--- config.mk ---
export PLATFORM = sky130hd
export DESIGN_NAME = dlx_mem_arbiter_flat
export DESIGN_NICKNAME = d
export VERILOG_FILES = /design/src/rtl/dlx_mem_arbiter_pkg.sv /design/src/rtl/dlx_mem_arbiter_if.sv /design/src/rtl/dlx_mem_arbiter_sat_counter.sv /design/src/rtl/dlx_mem_arbiter.sv /design/src/flat_wrapper.sv
export SDC_FILE = /design/constraint.sdc
export NUM_CORES = 1
export LEC_CHECK = 0
export ABC_AREA = 1
export CAP_MARGIN = 0
export CORE_MARGIN = 2
export CORE_UTILIZATION = 30
export CTS_BUF_LIST = sky130_fd_sc_hd__clkbuf_16
export CTS_CLUSTER_SIZE = 24
export DETAILED_ROUTE_END_ITERATION = 6
export GPL_ROUTABILITY_DRIVEN = 0
export GPL_TIMING_DRIVEN = 0
export SLEW_MARGIN = 20
export SYNTH_ARGS = -nofsm -noshare
export SYNTH_HDL_FRONTEND = slang
export SYNTH_SLANG_ARGS = --single-unit
export TNS_END_PERCENT = 20
--- constraint.sdc ---
create_clock -name clk -period 5.1 [get_ports clk]
set_input_delay 1.02 -clock clk [delete_from_list [all_inputs] [get_ports clk]]
set_output_delay 1.02 -clock clk [all_outputs]
set_load 0.01 [all_outputs]
--- src/rtl/dlx_mem_arbiter_pkg.sv ---
// Shared types and widths for the DLX unified-memory arbiter.
// Arbiter FSM states, default bus widths and the performance counter width.
package dlx_arb_pkg;

    localparam int DLX_ADDR_W = 32;
    localparam int DLX_DATA_W = 32;
    localparam int PERF_CNT_W = 32;

    typedef enum logic [1:0] {
        ARB_IDLE    = 2'd0,
        ARB_IFETCH  = 2'd1,
        ARB_DACCESS = 2'd2
    } arb_state_t;

endpackage

--- src/rtl/dlx_mem_arbiter_if.sv ---
// Bundle of the fetch port, data port, memory port and stall outputs of the arbiter.
// slave = arbiter side; master = pipeline/memory environment side.
interface dlx_mem_arbiter_if
    import dlx_arb_pkg::*;
#(
    parameter int ADDR_W = DLX_ADDR_W,
    parameter int DATA_W = DLX_DATA_W
);

    logic              if_req;
    logic [ADDR_W-1:0] if_addr;
    logic              if_valid;
    logic [DATA_W-1:0] if_rdata;

    logic              dm_req;
    logic              dm_we;
    logic [ADDR_W-1:0] dm_addr;
    logic [DATA_W-1:0] dm_wdata;
    logic              dm_valid;
    logic [DATA_W-1:0] dm_rdata;

    logic              mem_req;
    logic              mem_we;
    logic [ADDR_W-1:0] mem_addr;
    logic [DATA_W-1:0] mem_wdata;
    logic              mem_ack;
    logic [DATA_W-1:0] mem_rdata;

    logic              stall_if;
    logic              stall_pipe;

    modport slave (
        input  if_req, if_addr, dm_req, dm_we, dm_addr, dm_wdata, mem_ack, mem_rdata,
        output if_valid, if_rdata, dm_valid, dm_rdata,
               mem_req, mem_we, mem_addr, mem_wdata, stall_if, stall_pipe
    );

    modport master (
        output if_req, if_addr, dm_req, dm_we, dm_addr, dm_wdata, mem_ack, mem_rdata,
        input  if_valid, if_rdata, dm_valid, dm_rdata,
               mem_req, mem_we, mem_addr, mem_wdata, stall_if, stall_pipe
    );

endinterface

--- src/rtl/dlx_mem_arbiter_sat_counter.sv ---
// Saturating event counter: increments when i_en is high, sticks at all-ones, cleared by reset.
// Latency: count visible the cycle after the enabled cycle.
module arb_sat_counter
    import dlx_arb_pkg::*;
#(
    parameter int W = PERF_CNT_W
) (
    input  logic         clk,
    input  logic         reset,
    input  logic         i_en,
    output logic [W-1:0] o_cnt
);

    logic [W-1:0] r_cnt;

    always_ff @(posedge clk or posedge reset) begin
        if (reset) begin
            r_cnt <= '0;
        end else if (i_en && (r_cnt != {W{1'b1}})) begin
            r_cnt <= r_cnt + 1'b1;
        end
    end

    assign o_cnt = r_cnt;

endmodule

--- src/rtl/dlx_mem_arbiter.sv ---
// Single-port memory arbiter for DLX IF/MEM stages; data beats fetch, one grant at a time.
// Latency req->valid >= 2 cycles; stalls held while a request is unserved. Optional DLX_ARB_PERF_CNT_EN adds stall-cycle counters.
module dlx_mem_arbiter
    import dlx_arb_pkg::*;
#(
    parameter int ADDR_W = DLX_ADDR_W,
    parameter int DATA_W = DLX_DATA_W
) (
    input  logic                  clk,
    input  logic                  reset,
    dlx_mem_arbiter_if.slave      bus
`ifdef DLX_ARB_PERF_CNT_EN
    ,
    output logic [PERF_CNT_W-1:0] perf_if_wait,
    output logic [PERF_CNT_W-1:0] perf_dm_wait
`endif
);

    arb_state_t        r_state;
    arb_state_t        w_state_nxt;
    logic              w_grant_if;
    logic              w_grant_dm;
    logic              w_done_if;
    logic              w_done_dm;

    logic              r_mem_req;
    logic              r_mem_we;
    logic [ADDR_W-1:0] r_mem_addr;
    logic [DATA_W-1:0] r_mem_wdata;
    logic              r_if_valid;
    logic [DATA_W-1:0] r_if_rdata;
    logic              r_dm_valid;
    logic [DATA_W-1:0] r_dm_rdata;

    always_ff @(posedge clk or posedge reset) begin
        if (reset) begin
            r_state <= ARB_IDLE;
        end else begin
            r_state <= w_state_nxt;
        end
    end

    // A requester whose valid is showing this cycle is being retired, not re-requesting.
    always_comb begin
        w_state_nxt = r_state;
        w_grant_if  = 1'b0;
        w_grant_dm  = 1'b0;
        w_done_if   = 1'b0;
        w_done_dm   = 1'b0;
        case (r_state)
            ARB_IDLE: begin
                if (bus.dm_req && !r_dm_valid) begin
                    w_grant_dm  = 1'b1;
                    w_state_nxt = ARB_DACCESS;
                end else if (bus.if_req && !r_if_valid) begin
                    w_grant_if  = 1'b1;
                    w_state_nxt = ARB_IFETCH;
                end
            end
            ARB_IFETCH: begin
                if (bus.mem_ack) begin
                    w_done_if   = 1'b1;
                    w_state_nxt = ARB_IDLE;
                end
            end
            ARB_DACCESS: begin
                if (bus.mem_ack) begin
                    w_done_dm   = 1'b1;
                    w_state_nxt = ARB_IDLE;
                end
            end
            default: begin
                w_state_nxt = ARB_IDLE;
            end
        endcase
    end

    always_ff @(posedge clk or posedge reset) begin
        if (reset) begin
            r_mem_req   <= 1'b0;
            r_mem_we    <= 1'b0;
            r_mem_addr  <= '0;
            r_mem_wdata <= '0;
            r_if_valid  <= 1'b0;
            r_if_rdata  <= '0;
            r_dm_valid  <= 1'b0;
            r_dm_rdata  <= '0;
        end else begin
            r_if_valid <= w_done_if;
            r_dm_valid <= w_done_dm;
            if (w_grant_dm) begin
                r_mem_req   <= 1'b1;
                r_mem_we    <= bus.dm_we;
                r_mem_addr  <= bus.dm_addr;
                r_mem_wdata <= bus.dm_wdata;
            end else if (w_grant_if) begin
                r_mem_req  <= 1'b1;
                r_mem_we   <= 1'b0;
                r_mem_addr <= bus.if_addr;
            end
            if (w_done_if) begin
                r_mem_req  <= 1'b0;
                r_if_rdata <= bus.mem_rdata;
            end
            if (w_done_dm) begin
                r_mem_req <= 1'b0;
                // Stores leave the last load value in place.
                if (!r_mem_we) begin
                    r_dm_rdata <= bus.mem_rdata;
                end
            end
        end
    end

    assign bus.mem_req    = r_mem_req;
    assign bus.mem_we     = r_mem_we;
    assign bus.mem_addr   = r_mem_addr;
    assign bus.mem_wdata  = r_mem_wdata;
    assign bus.if_valid   = r_if_valid;
    assign bus.if_rdata   = r_if_rdata;
    assign bus.dm_valid   = r_dm_valid;
    assign bus.dm_rdata   = r_dm_rdata;
    assign bus.stall_if   = bus.if_req && !r_if_valid;
    assign bus.stall_pipe = bus.dm_req && !r_dm_valid;

`ifdef DLX_ARB_PERF_CNT_EN
    arb_sat_counter #(.W(PERF_CNT_W)) u_if_wait_cnt (
        .clk   (clk),
        .reset (reset),
        .i_en  (bus.if_req && !r_if_valid),
        .o_cnt (perf_if_wait)
    );

    arb_sat_counter #(.W(PERF_CNT_W)) u_dm_wait_cnt (
        .clk   (clk),
        .reset (reset),
        .i_en  (bus.dm_req && !r_dm_valid),
        .o_cnt (perf_dm_wait)
    );
`endif

endmodule

--- src/flat_wrapper.sv ---
// flat-port wrapper written by rule: the top's interface ports become plain ports
module dlx_mem_arbiter_flat import dlx_arb_pkg::*;
#(
    parameter int ADDR_W = DLX_ADDR_W,
    parameter int DATA_W = DLX_DATA_W
)
  (clk, reset, bus_if_req, bus_if_addr, bus_dm_req, bus_dm_we, bus_dm_addr, bus_dm_wdata, bus_mem_ack, bus_mem_rdata, bus_if_valid, bus_if_rdata, bus_dm_valid, bus_dm_rdata, bus_mem_req, bus_mem_we, bus_mem_addr, bus_mem_wdata, bus_stall_if, bus_stall_pipe);
  dlx_mem_arbiter_if #(.ADDR_W(ADDR_W), .DATA_W(DATA_W)) bus_i ();
  input  logic clk;
  input  logic reset;
  input wire logic [$bits(bus_i.if_req)-1:0] bus_if_req;
  input wire logic [$bits(bus_i.if_addr)-1:0] bus_if_addr;
  input wire logic [$bits(bus_i.dm_req)-1:0] bus_dm_req;
  input wire logic [$bits(bus_i.dm_we)-1:0] bus_dm_we;
  input wire logic [$bits(bus_i.dm_addr)-1:0] bus_dm_addr;
  input wire logic [$bits(bus_i.dm_wdata)-1:0] bus_dm_wdata;
  input wire logic [$bits(bus_i.mem_ack)-1:0] bus_mem_ack;
  input wire logic [$bits(bus_i.mem_rdata)-1:0] bus_mem_rdata;
  output wire logic [$bits(bus_i.if_valid)-1:0] bus_if_valid;
  output wire logic [$bits(bus_i.if_rdata)-1:0] bus_if_rdata;
  output wire logic [$bits(bus_i.dm_valid)-1:0] bus_dm_valid;
  output wire logic [$bits(bus_i.dm_rdata)-1:0] bus_dm_rdata;
  output wire logic [$bits(bus_i.mem_req)-1:0] bus_mem_req;
  output wire logic [$bits(bus_i.mem_we)-1:0] bus_mem_we;
  output wire logic [$bits(bus_i.mem_addr)-1:0] bus_mem_addr;
  output wire logic [$bits(bus_i.mem_wdata)-1:0] bus_mem_wdata;
  output wire logic [$bits(bus_i.stall_if)-1:0] bus_stall_if;
  output wire logic [$bits(bus_i.stall_pipe)-1:0] bus_stall_pipe;
  assign bus_i.if_req = bus_if_req;
  assign bus_i.if_addr = bus_if_addr;
  assign bus_i.dm_req = bus_dm_req;
  assign bus_i.dm_we = bus_dm_we;
  assign bus_i.dm_addr = bus_dm_addr;
  assign bus_i.dm_wdata = bus_dm_wdata;
  assign bus_i.mem_ack = bus_mem_ack;
  assign bus_i.mem_rdata = bus_mem_rdata;
  assign bus_if_valid = bus_i.if_valid;
  assign bus_if_rdata = bus_i.if_rdata;
  assign bus_dm_valid = bus_i.dm_valid;
  assign bus_dm_rdata = bus_i.dm_rdata;
  assign bus_mem_req = bus_i.mem_req;
  assign bus_mem_we = bus_i.mem_we;
  assign bus_mem_addr = bus_i.mem_addr;
  assign bus_mem_wdata = bus_i.mem_wdata;
  assign bus_stall_if = bus_i.stall_if;
  assign bus_stall_pipe = bus_i.stall_pipe;
  dlx_mem_arbiter #(.ADDR_W(ADDR_W), .DATA_W(DATA_W)) u_core (.clk(clk), .reset(reset), .bus(bus_i));
endmodule
==> results.txt <==
Status - finished, final reports clean
PD cells - 614 nW/um^2
Die outline width - 143 microns
Largest net degree at the start of global routing - 70
Initial antenna violation count - 0
Drt via density - 4.30
Critical path's slowest cell - clkdlybuf4s50_1
Top FF cell, synth - dfrtp_1
Max incr delay on CP - 0.58 ns
Placed cells - 1188
Final cell utilization of the core - 49.9%
Layout area overhead - 62.2%
Design Power - 5.77 mW
H-Tree Depth - 4
Setup WS pre-CTS - 1.88 ns
Async set-reset flop share out of synthesis - 100%
# resized after CTS - 0
Input/output buffers - 266
Worst clock skew - 0.00925 ns
Final ANT Viol Nets - 0
Synthesized area - 5790 sq um
Final Hold Fails - 0
P_leak - 4.58 nW
Layout cell share with drive strength beyond 1 - 10.5%
Routed WL - 18500 microns
Critical path arrival - 2.21 ns
Std cell rows - 50
Post-Synthesis Cells - 661
Register area share after synthesis - 57.9%
Setup Fix Bufs, Post-CTS - 0
Peak Freq - 0.309 GHz
Synth cell types - 18
DR WL/cell - 15.2 microns
Clock Latency Late Sink - 0.42 ns
Reg clk slew, reported paths - 0.06 ns
Fin Setup TNS - 0 ns
CTS tree - yes
Non-filler instance count after layout - 1220
Crit path kind - in2out
Critical Path Most Common Cell - clkdlybuf4s50_1
RSZ-0062 raised after global routing - no
Max-slew headroom - 65.4%
Vias in the first global route - 5204
Final hold slack - 0.477 ns
Max-slew violations - 0
Gr usage total - 18.1%
Maxcap violations - 0
Hold Buf Count CTS - 0
Antenna Cells - 0
Critical Path RT - 4.08 ns
Core ar. - 18800 sq um
Root Buffer - clkbuf_16
Fin nets - 1084
Type of the most critical hold path - reg2reg
Global route overflow - 0
Clock buffer depth - 2
Setup Viol. Count Final - 0
Worst-Margin Slew - 0.519 ns
Initial Util - 30.7%
Fin area - 9390 sq um
Syn Nets - 798
Number of synthesized flops with an enable pin - 0
Buf/Inv on CP - 3
Min cycle time layout - 3.23 ns
Area after DPL - 8810 sq um
DRT iter0 DRCs - 187
CTS sink count - 134
Mean Syn Cell Area - 8.76 sq um
Final WS setup - 1.87 ns
Crit path cell chain - clkdlybuf4s50_1, nand2_1, inv_1, clkdlybuf4s50_1
Cell family with most CP delay - buffers and inverters
Worst vdd ir - 276 uV
Vias - 5248
Worst-path fanout max - 3
Hpwl dp - 13700 microns
Ports - 268
Total Die Area - 20400 sq um
Critical path endpoint category - output pin
Die H - 143 microns
Register bit total from synthesis - 134
Post-route DRC violation count - 0
Period utilization - 63.4%
First-pass GRT wire length - 28400 microns
First drt pass iteration count - 4
Synth Warn # - 0
Clock buffer count from CTS - 17
Worst setup SP type - input pin
==> registers in the layout (all words and copies together) (netlist names) <==
name,flops
u_core.bus.dm_rdata,32
u_core.bus.dm_valid,1
u_core.bus.mem_we,1
u_core.bus.if_rdata,32
u_core.bus.mem_wdata,32
u_core.bus.mem_req,1
u_core.bus.mem_addr,32
u_core.r_state,2
u_core.bus.if_valid,1
==> final timing paths <==
kind,slack (ns),cells past startpoint,to,from
worst min register to register,0.48,2,u_core.bus.mem_wdata[23]$_DFFE_PP0N_,u_core.bus.mem_wdata[23]$_DFFE_PP0N_
worst max register to register,3.44,8,u_core.bus.mem_wdata[21]$_DFFE_PP0N_,u_core.r_state[0]$_DFFE_PP0P_
min in group asynchronous,1.04,2,u_core.bus.dm_rdata[24]$_DFFE_PP0P_,reset
worst max-delay path,1.87,4,bus_stall_if,bus_if_req
worst min-delay path,0.48,2,u_core.bus.mem_wdata[23]$_DFFE_PP0N_,u_core.bus.mem_wdata[23]$_DFFE_PP0N_
max in group asynchronous,3.37,3,u_core.bus.mem_addr[11]$_DFFE_PP0P_,reset
==> placed cells by master, fill, tap and decap left out, drive strengths merged, types with 2 or more instances in the layout <==
master / Yosys / routed
ha: 3 / 3
nand4: 33 / 33
clkdlybuf4s50: 0 / 266
inv: 44 / 51
nand3: 2 / 2
clkinv: 1 / 3
nand2: 337 / 337
bufinv: 0 / 2
buf: 33 / 34
o21ai: 64 / 64
clkbuf: 8 / 25
dfrtp: 134 / 134
clkinvlp: 0 / 4
==> layer usage <==
metal | global-route usage (%) | wire length (microns)
met2 | 28.4 | 8360
met5 | 0 | 0
met1 | 22.6 | 7970
met4 | 5.16 | 220
met3 | 8.08 | 1960
==> cell families (layout without fill, tap and decap cells) <==
| group | Yosys count | count (layout) | synth area share (%) |
|---|---|---|---|
| AOI/OAI and AO/OA | 65 | 65 | 7.69 |
| adders and majority gates | 3 | 3 | 0.648 |
| buffers and inverters | 86 | 385 | 7.87 |
| DFF | 134 | 134 | 57.9 |
| and+or+nand+nor | 373 | 373 | 25.9 |
==> cells in the mapped netlist (2+ instances only) <==
| library cell | count | share of area [%] |
|---|---|---|
| nand2_1 | 335 | 22 |
| o21ai_2 | 32 | 4.8 |
| o21ai_0 | 32 | 2.8 |
| buf_2 | 16 | 1.4 |
| dfrtp_1 | 134 | 58 |
| nand4_1 | 33 | 3.6 |
| inv_1 | 42 | 2.7 |
| nand2_2 | 2 | 0.22 |
| clkbuf_1 | 8 | 0.52 |
| buf_6 | 13 | 2.5 |
| ha_1 | 3 | 0.65 |
| inv_2 | 2 | 0.13 |
| buf_4 | 4 | 0.52 |
==> cell type report <==
cell class	instances	area, sq um
Tap cell	260	325
Buffer	41	287
Clock inverter	15	154
Fill cell	1845	9440
Timing Repair Buffer	267	2690
Multi-Input combinational cell	441	1980
Inverter	45	176
Sequential cell	134	3350
Clock buffer	17	425
==> report_power, final <==
group / switching [mW] / leakage (nW) / internal [mW] / total, mW
registers: 0.268 / 1.67 / 1.57 / 1.84
logic: 1.35 / 2.64 / 1.37 / 2.72
clock network: 0.492 / 0.277 / 0.722 / 1.21
total: 2.11 / 4.58 / 3.66 / 5.77
==> worst reg2reg max path, delay by kind of cell (launching register included) <==
| family | cells | cell delay (ns) |
|---|---|---|
| buffers and inverters | 4 | 0.77 |
| DFF | 1 | 0.37 |
| and+or+nand+nor | 3 | 0.22 |
| adders and majority gates | 1 | 0.19 |
(Power assumes the default switching activity.)
